### src/rtl/uart_tx_arbiter.sv
// Shares one UART transmitter between two packet sources: whole-packet round-robin
// grants, per-byte trmt/tx_done sequencing, and a watchdog that reclaims stalled grants.
module uart_tx_arbiter #(
    parameter int TIMEOUT_CYC = 1024
) (
    input  logic       clk,
    input  logic       rst_n,
    input  logic       req0_vld,
    input  logic [7:0] req0_data,
    input  logic       req0_last,
    output logic       req0_ack,
    input  logic       req1_vld,
    input  logic [7:0] req1_data,
    input  logic       req1_last,
    output logic       req1_ack,
    output logic [1:0] gnt,
    output logic       abort,
    output logic       trmt,
    output logic [7:0] tx_data,
    input  logic       tx_done
);

    localparam int CW = $clog2(TIMEOUT_CYC);
    localparam logic [CW-1:0] CNT_LAST = CW'(TIMEOUT_CYC - 1);

    typedef enum logic [1:0] {IDLE, LOAD, BUSY, HOLD} state_t;

    state_t        state;
    logic          owner;
    logic          ptr;
    logic          last_q;
    logic [7:0]    data_q;
    logic [CW-1:0] cnt;

    logic          pick;
    logic          sel;
    logic          sel_vld;
    logic          sel_last;
    logic [7:0]    sel_data;

    // With both pending the pointer decides; otherwise the lone requester wins.
    assign pick     = (req0_vld && req1_vld) ? ptr : req1_vld;
    assign sel      = (state == IDLE) ? pick : owner;
    assign sel_vld  = sel ? req1_vld  : req0_vld;
    assign sel_last = sel ? req1_last : req0_last;
    assign sel_data = sel ? req1_data : req0_data;

    always_ff @(posedge clk or negedge rst_n) begin
        if (!rst_n) begin
            state    <= IDLE;
            owner    <= 1'b0;
            ptr      <= 1'b0;
            last_q   <= 1'b0;
            data_q   <= 8'h00;
            cnt      <= '0;
            gnt      <= 2'b00;
            abort    <= 1'b0;
            trmt     <= 1'b0;
            tx_data  <= 8'h00;
            req0_ack <= 1'b0;
            req1_ack <= 1'b0;
        end else begin
            trmt     <= 1'b0;
            abort    <= 1'b0;
            req0_ack <= 1'b0;
            req1_ack <= 1'b0;
            case (state)
                IDLE: begin
                    if (req0_vld || req1_vld) begin
                        owner  <= pick;
                        gnt    <= pick ? 2'b10 : 2'b01;
                        data_q <= sel_data;
                        last_q <= sel_last;
                        state  <= LOAD;
                    end
                end
                LOAD: begin
                    trmt    <= 1'b1;
                    tx_data <= data_q;
                    state   <= BUSY;
                end
                BUSY: begin
                    if (tx_done) begin
                        req0_ack <= ~owner;
                        req1_ack <= owner;
                        if (last_q) begin
                            gnt   <= 2'b00;
                            ptr   <= ~owner;
                            state <= IDLE;
                        end else begin
                            cnt   <= '0;
                            state <= HOLD;
                        end
                    end
                end
                HOLD: begin
                    // A byte arriving in the final watchdog cycle still wins.
                    if (sel_vld) begin
                        data_q <= sel_data;
                        last_q <= sel_last;
                        state  <= LOAD;
                    end else if (cnt == CNT_LAST) begin
                        abort <= 1'b1;
                        gnt   <= 2'b00;
                        ptr   <= ~owner;
                        state <= IDLE;
                    end else begin
                        cnt <= cnt + 1'b1;
                    end
                end
                default: state <= IDLE;
            endcase
        end
    end

endmodule
### config.mk
export PLATFORM = sky130hd
export DESIGN_NAME = uart_tx_arbiter
export DESIGN_NICKNAME = d
export VERILOG_FILES = /design/src/rtl/uart_tx_arbiter.sv
export SDC_FILE = /design/constraint.sdc
export NUM_CORES = 1
export LEC_CHECK = 0
export ABC_AREA = 1
export BUFFER_PORTS_ARGS = -buffer_cell sky130_fd_sc_hd__buf_2
export CELL_PAD_IN_SITES_DETAIL_PLACEMENT = 2
export CELL_PAD_IN_SITES_GLOBAL_PLACEMENT = 2
export CORE_MARGIN = 4
export CORE_UTILIZATION = 31
export CTS_CLUSTER_SIZE = 28
export DETAILED_ROUTE_END_ITERATION = 16
export GPL_TIMING_DRIVEN = 0
export PLACE_DENSITY_LB_ADDON = 0.1
export SETUP_SLACK_MARGIN = 0.4
export SYNTH_ARGS = -nofsm -noshare
export SYNTH_HDL_FRONTEND = slang
export SYNTH_SLANG_ARGS = --single-unit
### constraint.sdc
create_clock -name clk -period 1.7 [get_ports clk]
set_input_delay 0.255 -clock clk [delete_from_list [all_inputs] [get_ports clk]]
set_output_delay 0.255 -clock clk [all_outputs]
set_load 0.02 [all_outputs]
Word level (Yosys, flattened, before mapping)
Index checks and enable logic that the tools add are counted.
{ "totals": {"inputBits": 23, "regBits": 37, "out_inout_bits": 14, "elab_cells": 80} }
{ "classes": {"n_reduce_logical": 12, "n_bitwise": 1, "eq_ne": 13, "add_sub_neg": 1, "n_mux": 41} }
{ "op_table": {"columns": ["op", "count"], "rows": [
  ["$mux 10", 4],
  ["$mux 8", 3],
  ["$mux 2", 10],
  ["$pmux 10 s2", 1],
  ["$mux 1", 18],
  ["$pmux 8 s2", 1],
  ["$ne 2x2->1 const B", 7],
  ["$add 10x1->10 const B", 1],
  ["$eq 10x10->1 const B", 1],
  ["$reduce_and 5->1", 2],
  ["$pmux 2 s4", 1],
  ["$pmux 2 s3", 1],
  ["$reduce_and 3->1", 2],
  ["$reduce_and 6->1", 1],
  ["$eq 2x2->1 const B", 2],
  ["$pmux 1 s2", 2],
  ["$reduce_bool 2->1", 2],
  ["$ne 3x3->1 const B", 1],
  ["$reduce_bool 3->1", 1],
  ["$eq 2x1->1 const B", 1],
  ["$logic_not 2->1", 1],
  ["$ne 2x1->1 const B", 1],
  ["$reduce_and 2->1", 1],
  ["$logic_and 1x1->1", 1],
  ["2 further kinds", 2]
]} }

Longest topological paths before layout
Gate-level depths: netlist of run 1.
{ "logic_depth": {"depth_word": 6, "mapped_depth": 10, "ltp_nobuf": 10} }

Worst setup path before layout of run 1
No wires, ideal clock.
{ "synth_path": {"path_type": "reg2reg", "startpoint": "reg cnt[0]", "endpoint": "reg cnt[8]", "arrival_time_ps": 1355, "slack_ps": 280, "synth_period_minus_slack_ps": 1420, "t_required_ps": 1635, "setup_ps": 65, "stages_incl_launch_ff": 8, "n_path_buf": 0, "path_cell_list": "dfrtp_1 > ha_1 > nand2_1 > nor2_1 > a21oi_1 > or2_2 > or2_0 > nand2_1"} }
{ "synth_via": {"elab_chain_len": 4, "elab_cells_between_ends": 7, "classes_between": "add/sub (1); eq/ne (2); mux (3); reduce/logical (1)"} }
{ "synth_lines": {"columns": ["element", "line", "rtl"], "rows": [
  ["start, declared", "33", "logic [CW-1:0] cnt;"],
  ["start signal, assigned", "108", "cnt <= cnt + 1'b1;"],
  ["$add 10x1->10", "108", null],
  ["$mux 10", "102", "end else if (cnt == CNT_LAST) begin"],
  ["$mux 10", "98", "if (sel_vld) begin"],
  ["$pmux 10 s2", "67", "case (state)"]
]} }
Several ways; a longest one is shown, not always the timed one. The select of a mux whose other input is x is not followed.
A chain may end at the register's enable or synchronous reset.

Final worst setup path of run 1
{ "layout_path": {"startpoint": "reg cnt[1]", "endpoint": "reg cnt[4]"} }
Same word-level chain as after synthesis.

==> impl_metrics.yaml, run 1 <==
cells_and_area:
  final_common_cell: "nand2_1"
  final_area_um2: 2628
  nets: 322
  drive_above_1_share_pct: 40.47
  fillerInstances: 652
  diodes: 0
  layout_common_cells: "nand2_1 (84), buf_2 (36), dfrtp_1 (31)"
  utilization_pct: 46.30
  area_growth_pct: 41.03
floorplan:
  die_area_um2: 7314
  die_y_um: 85.52
  io_pins: 37
  start_util_pct: 32.83
  floorplan.die.width_um: 85.52
  rows: 27
  core_um2: 5675
yosys:
  yosysWarnings: 0
  synth_edf_count: 0
  synthCells: 235
  synth-seq-cells: 37
  synthFlopType: "dfrtp_1"
  synthArstFlopShare_pct: 100.0
  netlist_area_um2: 1863
  ys_seq_area_share_pct: 49.70
  syn_avg_cell_area_um2: 7.928
  synth.net_count: 259
  ys_types: 32
worst_setup_path:
  cp.required_ns: 1.93
  path_max_fanout: 5
  crit_chain: "ha_4 -> nand2_4 -> nor2_4 -> nand3b_1 -> nand2_2 -> nand2_4 -> o211ai_4 -> nand2_1 -> nand2_1"
  worst-path-buf-inv: 0
  crit_cells: 9
  crit_type: "reg2reg"
  max_stage_delay_ns: 0.43
  worst_path_max_delay_cell: "dfrtp_1"
  rr_worst_depth: 9
  cp-start-kind: "flop"
  worst_setup_path_end_kind: "flop"
  critPathTopFamily: "simple AND/OR/NAND/NOR gates"
  arrival_ns: 1.81
global_route:
  grt_pass1_vias: 1941
  grt_pass1_wl_um: 9936
  grt_max_degree: 38
  grt-ovfl-total: 0
  antenna_found_initial: 0
  grt_usage_pct: 17.52
detailed_routing:
  wl_um: 6253
  post-route-drc-count: 0
  viasPerCell: 4.787
  drtIter0Drc: 49
  post_drt_wl_per_cell_um: 16.85
  postRouteAntennaNets: 0
  vias: 1776
  first_pass_iters: 4
sta:
  fin_setup_tns_ns: 0
  fin_crit_ns: 1.581
  slew_headroom_pct: 41.82
  rsz0062_at_grt: "true"
  final.period_utilization_pct: 92.98
  fin_skew_ns: 0.01009
  fmax_mhz: 632.6
  setup_viol: 0
  worst_pin_slew_ns: 0.8726
  slew_viol_final: 0
  hold_viol_final: 0
power:
  p_leak_nw: 1.367
  design_power_total_mw: 4.745
  power.density_nw_per_um2: 1806
  ir_drop_mv: 0.6365
worst_hold_path:
  min_path_type: "in2async"
cts:
  cts_root_buf: "clkbuf_8"
  clk_pin_slew_ns: 0.08
  clock-sinks: 37
  clock_path_buffers: 2
  clkLatencyLatePin_ns: 0.30
  cts_max_level: 2
  cts-buffers-inserted: 5
  cts_tree: "yes"
status:
  status: "finished, final reports clean"
flow_run:
  drv_cap: 0
placement:
  io_buffers: 36
  dpl.hpwl_um: 3765
  place.gp.congestion: 0.7806
  dpl_cell_area_um2: 2156
[cells in the mapped netlist, types with 2 or more instances]
master	count	area share [%]
nor2_1	17	3.4
o21ai_0	8	2.1
nand2_2	5	1.7
xnor2_1	2	0.94
or2_2	2	0.67
nand3_1	12	3.2
or2_1	3	1.0
nand3b_1	2	0.81
inv_2	4	0.81
dfrtp_1	37	50
nand3_4	2	1.9
nand2_1	91	18
nand4_1	2	0.67
o21ai_1	8	2.1
a21oi_1	3	0.81
inv_1	21	4.2
[registers in the layout, indices dropped and copies added (netlist names), 2 cells and up]
signal / cells
state: 2
cnt: 10
tx_data: 8
gnt: 2
data_q: 8
[final cells by class]
| class | instances | area, µm² | share of cell area (%) |
|---|---|---|---|
| sequential | 37 | 933.4 | 35.52 |
| timing repair buffer | 54 | 326.6 | 12.43 |
| buffer | 2 | 18.77 | 0.7143 |
| multi-input combinational | 172 | 1055 | 40.14 |
| inverter | 26 | 107.6 | 4.095 |
| clock inverter | 2 | 13.76 | 0.5238 |
| clock buffer | 6 | 82.58 | 3.143 |
| tap | 72 | 90.09 | 3.429 |
[where the power goes]
| group | internal (mW) | total (mW) | switching, mW |
|---|---|---|---|
| Combinational | 0.970 | 2.66 | 1.69 |
| Sequential | 1.19 | 1.41 | 0.223 |
| Clock | 0.329 | 0.672 | 0.343 |
| Total | 2.49 | 4.74 | 2.25 |
[what timing repair did]
action | 4_1_cts | 5_1_grt
buffers inserted | 9 | 8
pin swaps | 17 | 12
setup endpoints to repair | 34 | 34
hold buffers | 0 | 0
resized for setup | 35 | 32
gates cloned | 3 | 0
[final timing paths]
kind                             endpoint  slack [ns]          from
worst min-delay path               cnt[4]        0.07         rst_n
max in group asynchronous        state[1]        1.03         rst_n
worst max-delay path               cnt[4]        0.12        cnt[1]
min in group clk                data_q[4]        0.27  req0_data[4]
worst min register to register     gnt[1]        0.47        gnt[1]
worst max register to register     cnt[4]        0.12        cnt[1]
[per-stage QoR]
step | worst slack [ns] | hold slack (ns) | std cells
3_3_place_gp | 0.1157 | 0.4194 | 343
3_5_place_dp | 0.07607 | 0.4190 | 343
2_1_floorplan | 0.3270 | -0.04059 | 235
4_1_cts | 0.1898 | 0.08976 | 363
5_1_grt | 0.01902 | 0.1322 | 371
6_report | 0.1193 | 0.06707 | 371
[metal layers]
| layer | routed length (µm) | track usage [%] |
|---|---|---|
| met4 | 79 | 5.755 |
| met2 | 3142 | 28.88 |
| met5 | 0 | 0 |
| met1 | 2792 | 23.17 |
| met3 | 239 | 3.266 |
[cells by family (layout without fill, tap and decap cells)]
family                     count (synthesis)  after routing  synth area share [%]
AOI/OAI and AO/OA                         26             28                 8.731
xor gates and xnor gates                   3              3                 1.411
DFF                                       37             37                 49.70
adders and majority gates                  1              1                0.6715
and+or+nand+nor                          140            140                 33.44
buffers and inverters                     28             90                 6.044
No activity file was read; power rests on OpenSTA's default activity.
==> run 2: changes to the inputs <==
Settings changed: CORE_UTILIZATION 31 to 32, CTS_BUF_LIST from default to sky130_fd_sc_hd__clkbuf_4 sky130_fd_sc_hd__clkbuf_8.
==> impl_metrics.yaml, run 2 (synthesized netlist as in run 1, its figures left out) <==
floorplan:
  core_um2: 5574
  start_util_pct: 33.42
  floorplan.die.width_um: 84.30
  rows: 27
  die_area_um2: 7106
  die_y_um: 84.30
  io_pins: 37
cts:
  cts_tree: "yes"
  cts-buffers-inserted: 5
  clock_path_buffers: 2
  hold_buffers: 0
  clock-sinks: 37
  clkLatencyLatePin_ns: 0.29
  cts_max_level: 2
  cts_root_buf: "clkbuf_8"
  clk_pin_slew_ns: 0.08
power:
  pwr-share-seq_pct: 30.2
  p_leak_nw: 1.372
  p_int_mw: 2.543
  p_sw_mw: 2.258
  design_power_total_mw: 4.801
  power.density_nw_per_um2: 1836
  combPwrFrac_pct: 56.3
  switching_share_pct: 47.03
  p_clk_share_pct: 13.6
  ir_drop_mv: 0.7276
global_route:
  grt-ovfl-total: 0
  grt.busiest_layer: "met2"
  grt_pass1_vias: 2011
  use_met2_pct: 34.22
  met1_usage_pct: 21.97
  grt_use_met3_pct: 4.612
  grt_pass1_wl_um: 10450
  grt_max_degree: 38
  antenna_found_initial: 0
  grt_usage_pct: 18.77
cells_and_area:
  nets: 324
  fillerInstances: 637
  layout_common_cells: "nand2_1 (87), buf_2 (36), dfrtp_1 (30)"
  area_growth_pct: 40.36
  largest-register: "cnt"
  diodes: 0
  largest_reg_flops: 10
  reg_top3: "cnt: 10 flops, data_q: 8 flops, tx_data: 8 flops"
  drive_above_1_share_pct: 39.20
  final_common_cell: "nand2_1"
worst_setup_path:
  worst_setup_path_end_kind: "flop"
  path_max_fanout: 7
  arrival_ns: 1.76
  cp.required_ns: 1.88
  crit_type: "reg2reg"
  cp-start-kind: "flop"
  r2r_slack_ns: 0.12
  timing.rr.start: "cnt[1]"
  rr_worst_depth: 9
  reg2reg_to: "cnt[8]"
sta:
  fin_skew_ns: 0.004548
  setup_ws_ns: 0.1174
  hold_viol_final: 0
  slew_headroom_pct: 42.27
  slew_viol_final: 0
  fin_crit_ns: 1.583
  worst_pin_slew_ns: 0.8660
  final.period_utilization_pct: 93.10
  rsz0062_at_grt: "true"
  fin_setup_tns_ns: 0
  fmax_mhz: 631.9
  setup_viol: 0
detailed_routing:
  wl_um: 6558
  vias: 1817
  first_pass_iters: 4
  drtIter0Drc: 54
  post_drt_wl_per_cell_um: 17.58
  viasPerCell: 4.871
  postRouteAntennaNets: 0
  post-route-drc-count: 0
placement:
  place.gp.congestion: 0.7294
  io_buffers: 36
  dpl.hpwl_um: 3933
  place_ws_ns: 0.06785
worst_hold_path:
  min_path_type: "in2async"
flow_run:
  drv_cap: 0
status:
  status: "finished, final reports clean"
run 2: changes by cell type in the layout (fill, tap and decap cells not counted), moves of 2 or more:
cell,delta
o21ai_2,-2
buf_4,+2
o21ai_0,+3
nand2_4,-3
nand2_1,+3
run 2: power by group through the flow:
stage | Combinational [mW] | Sequential (mW) | Clock (mW)
after global routing | 2.99 | 1.48 | 0.728
after floorplan | 1.17 | 1.50 | 0
after global placement | 1.80 | 1.38 | 0
after detailed placement | 1.88 | 1.41 | 0
final | 2.70 | 1.45 | 0.651
after CTS | 2.42 | 1.43 | 0.671
run 2: how the worst max path moves through the flow:
stage	startpoint	to	cells past startpoint
6_report	cnt[1]	cnt[8]	9
5_1_grt	state[0]	cnt[3]	8
4_1_cts	cnt[0]	cnt[4]	9
3_5_place_dp	state[1]	cnt[9]	5
3_3_place_gp	state[0]	data_q[4]	7
2_1_floorplan	state[1]	last_q	5
run 2: what timing repair did:
item / 4_1_cts / 5_1_grt
buffers inserted: 9 / 10
pin swaps: 7 / 19
setup endpoints to repair: 34 / 35
endpoints found under the hold margin: 0 / 0
cloned: 3 / 0
gates resized for setup: 32 / 26
run 2: per-layer routing:
layer	part of all wire, %	vias to the layer above
met5	0	-
met4	1.8	0
met3	4.7	10
met2	53	43
met1	41	898
li1	-	866
run 2: area by class of cell:
type | count | area [µm²] | area share, %
Multi-Input combinational cell | 172 | 1016 | 38.85
Sequential cell | 37 | 934.6 | 35.74
Timing Repair Buffer | 56 | 350.3 | 13.40
Inverter | 26 | 110.1 | 4.211
Tap cell | 72 | 90.09 | 3.445
Clock buffer | 7 | 83.83 | 3.206
Buffer | 2 | 22.52 | 0.8612
Clock inverter | 1 | 7.507 | 0.2871
run 2: through the flow:
step                      utilization [%]  area, µm²  std cells  hold slack, ns
final                               46.91       2615        373         0.06728
after global routing                46.91       2615        373          0.1228
after CTS                           44.44       2477        363          0.1024
after detailed placement            38.68       2156        343          0.4270
after global placement              38.68       2156        343          0.4233
after floorplan                         -       1886        235        -0.04059
run 2: critical path, stage by stage (launching register included):
cell and delay, ns:
dfrtp_2 0.42, ha_4 0.16, nand2_4 0.07, nor2_4 0.13, nand3b_1 0.11, nand2_2 0.15
clkinv_4 0.11, nand2_4 0.12, or2_0 0.14, nand2_1 0.07
==> run 3: changes to the inputs <==
Settings changed: CELL_PAD_IN_SITES_DETAIL_PLACEMENT 2 to default, CELL_PAD_IN_SITES_GLOBAL_PLACEMENT 2 to default, CORE_UTILIZATION 32 to 40, PLACE_DENSITY_LB_ADDON 0.1 to default.
Clock period 1.7 ns to 1.4 ns, I/O delays scaled along.
==> impl_metrics.yaml, run 3 (synthesized netlist as in run 1, its figures left out) <==
status:
  status: "finished with violations"
  violations: "setup timing"
sta:
  rsz0062_at_grt: "true"
  setup_ws_ns: -0.07838
  worst_pin_slew_ns: 0.8267
  fmax_mhz: 676.4
  final.period_utilization_pct: 105.6
  slew_viol_final: 0
  slew_headroom_pct: 44.88
  fin_setup_tns_ns: -1.150
  hold_viol_final: 0
  setup_viol: 23
  fin_skew_ns: 0.003665
  fin_crit_ns: 1.478
placement:
  dpl.hpwl_um: 2859
  place_ws_ns: -0.1782
  dpl_cell_area_um2: 2141
  io_buffers: 36
  place.gp.congestion: 0.7475
  placed_cells: 323
worst_setup_path:
  timing.rr.start: "state[0]"
  crit_type: "reg2reg"
  max_stage_delay_ns: 0.47
  crit_top_cell: "nand3_4"
  setup.worst_path.start: "state[0]"
  worst_setup_path_end_kind: "flop"
  cp-start-kind: "flop"
  crit_chain: "nor2_4 -> nand3_4 -> nand3_4 -> nand3_4 -> o21ai_4 -> buf_6 -> nand2_2 -> o21ai_1"
  worst_path_max_delay_cell: "dfrtp_2"
  arrival_ns: 1.70
  path_max_fanout: 6
  reg2reg_to: "data_q[0]"
  r2r_slack_ns: -0.08
  rr_worst_depth: 8
  cp.required_ns: 1.63
cells_and_area:
  final_common_cell: "nand2_1"
  largest-register: "cnt"
  layout_common_cells: "nand2_1 (79), dfrtp_1 (35), buf_4 (24)"
  area_growth_pct: 51.78
  stdcell_count: 364
  nets: 335
  utilization_pct: 63.63
  drive_above_1_share_pct: 41.99
  reg_top3: "cnt: 10 flops, data_q: 8 flops, tx_data: 8 flops"
  largest_reg_flops: 10
  diodes: 0
  final_area_um2: 2828
detailed_routing:
  first_pass_iters: 4
  viasPerCell: 4.841
  drtIter0Drc: 65
  post_drt_wl_per_cell_um: 12.80
  postRouteAntennaNets: 0
  wl_um: 4658
  vias: 1762
  post-route-drc-count: 0
cts:
  cts-buffers-inserted: 5
  clock-sinks: 37
  hold_buffers: 0
  clock_path_buffers: 2
  cts_tree: "yes"
  cts_root_buf: "clkbuf_8"
  clkLatencyLatePin_ns: 0.29
  cts_max_level: 2
  clk_pin_slew_ns: 0.08
floorplan:
  core_um2: 4444
  die_y_um: 76.25
  die_area_um2: 5813
  io_pins: 37
  start_util_pct: 41.92
  rows: 24
  floorplan.die.width_um: 76.25
power:
  p_leak_nw: 1.475
  power.density_nw_per_um2: 2219
  ir_drop_mv: 1.318
global_route:
  grt_max_degree: 38
  antenna_found_initial: 0
  grt_pass1_vias: 1573
  grt-ovfl-total: 0
  grt_usage_pct: 15.56
  grt_pass1_wl_um: 7424
flow_run:
  drv_cap: 0
worst_hold_path:
  min_path_type: "in2async"
run 3: area by class of cell:
class / instances / area (µm²)
Buffer: 2 / 26.28
Clock buffer: 5 / 68.82
Timing Repair Buffer: 68 / 546.8
Sequential cell: 37 / 928.4
Clock inverter: 3 / 46.29
Fill cell: 377 / 1617
Tap cell: 52 / 65.06
Multi-Input combinational cell: 171 / 1036
Inverter: 26 / 110.1
run 3: worst max path at each step:
stage,to,slack [ns],cells after the start
after floorplan,last_q,0.03,5
after global placement,data_q[7],-0.16,7
after detailed placement,last_q,-0.18,7
after CTS,cnt[9],-0.06,9
after global routing,ptr,-0.17,10
final,data_q[0],-0.08,8
run 3: layer usage:
layer | routed length, µm | GRT usage, %
met1 | 2078 | 21.19
met2 | 2335 | 24.34
met3 | 189 | 3.664
met4 | 55 | 5.254
met5 | 0 | 0
run 3: stage by stage:
| step | power (mW) | hold slack [ns] |
|---|---|---|
| after global routing | 6.706 | 0.07123 |
| after floorplan | 3.271 | -0.08559 |
| after global placement | 3.844 | 0.3618 |
| after CTS | 5.718 | 0.04034 |
| after detailed placement | 3.877 | 0.3637 |
| final | 6.275 | 0.007541 |
run 3: worst max-delay path, delay by kind of cell, from the launching register on:
kind | cells | cell delay [ns]
buf+inv | 1 | 0.18
flops | 1 | 0.47
simple gates | 5 | 0.56
compound gates | 2 | 0.20
run 3: where the power goes:
part / switching [mW] / leakage, nW / internal, mW / total, mW
combinational: 1.96 / 0.942 / 1.63 / 3.59
clock: 0.420 / 0.0543 / 0.533 / 0.953
sequential: 0.284 / 0.479 / 1.45 / 1.73
run 3: timing repair:
| item | CTS | global route |
|---|---|---|
| resized for setup | 60 | 34 |
| gates cloned | 2 | 0 |
| setup endpoints to repair | 48 | 50 |
| buffers inserted | 16 | 15 |
| pin swaps | 10 | 14 |
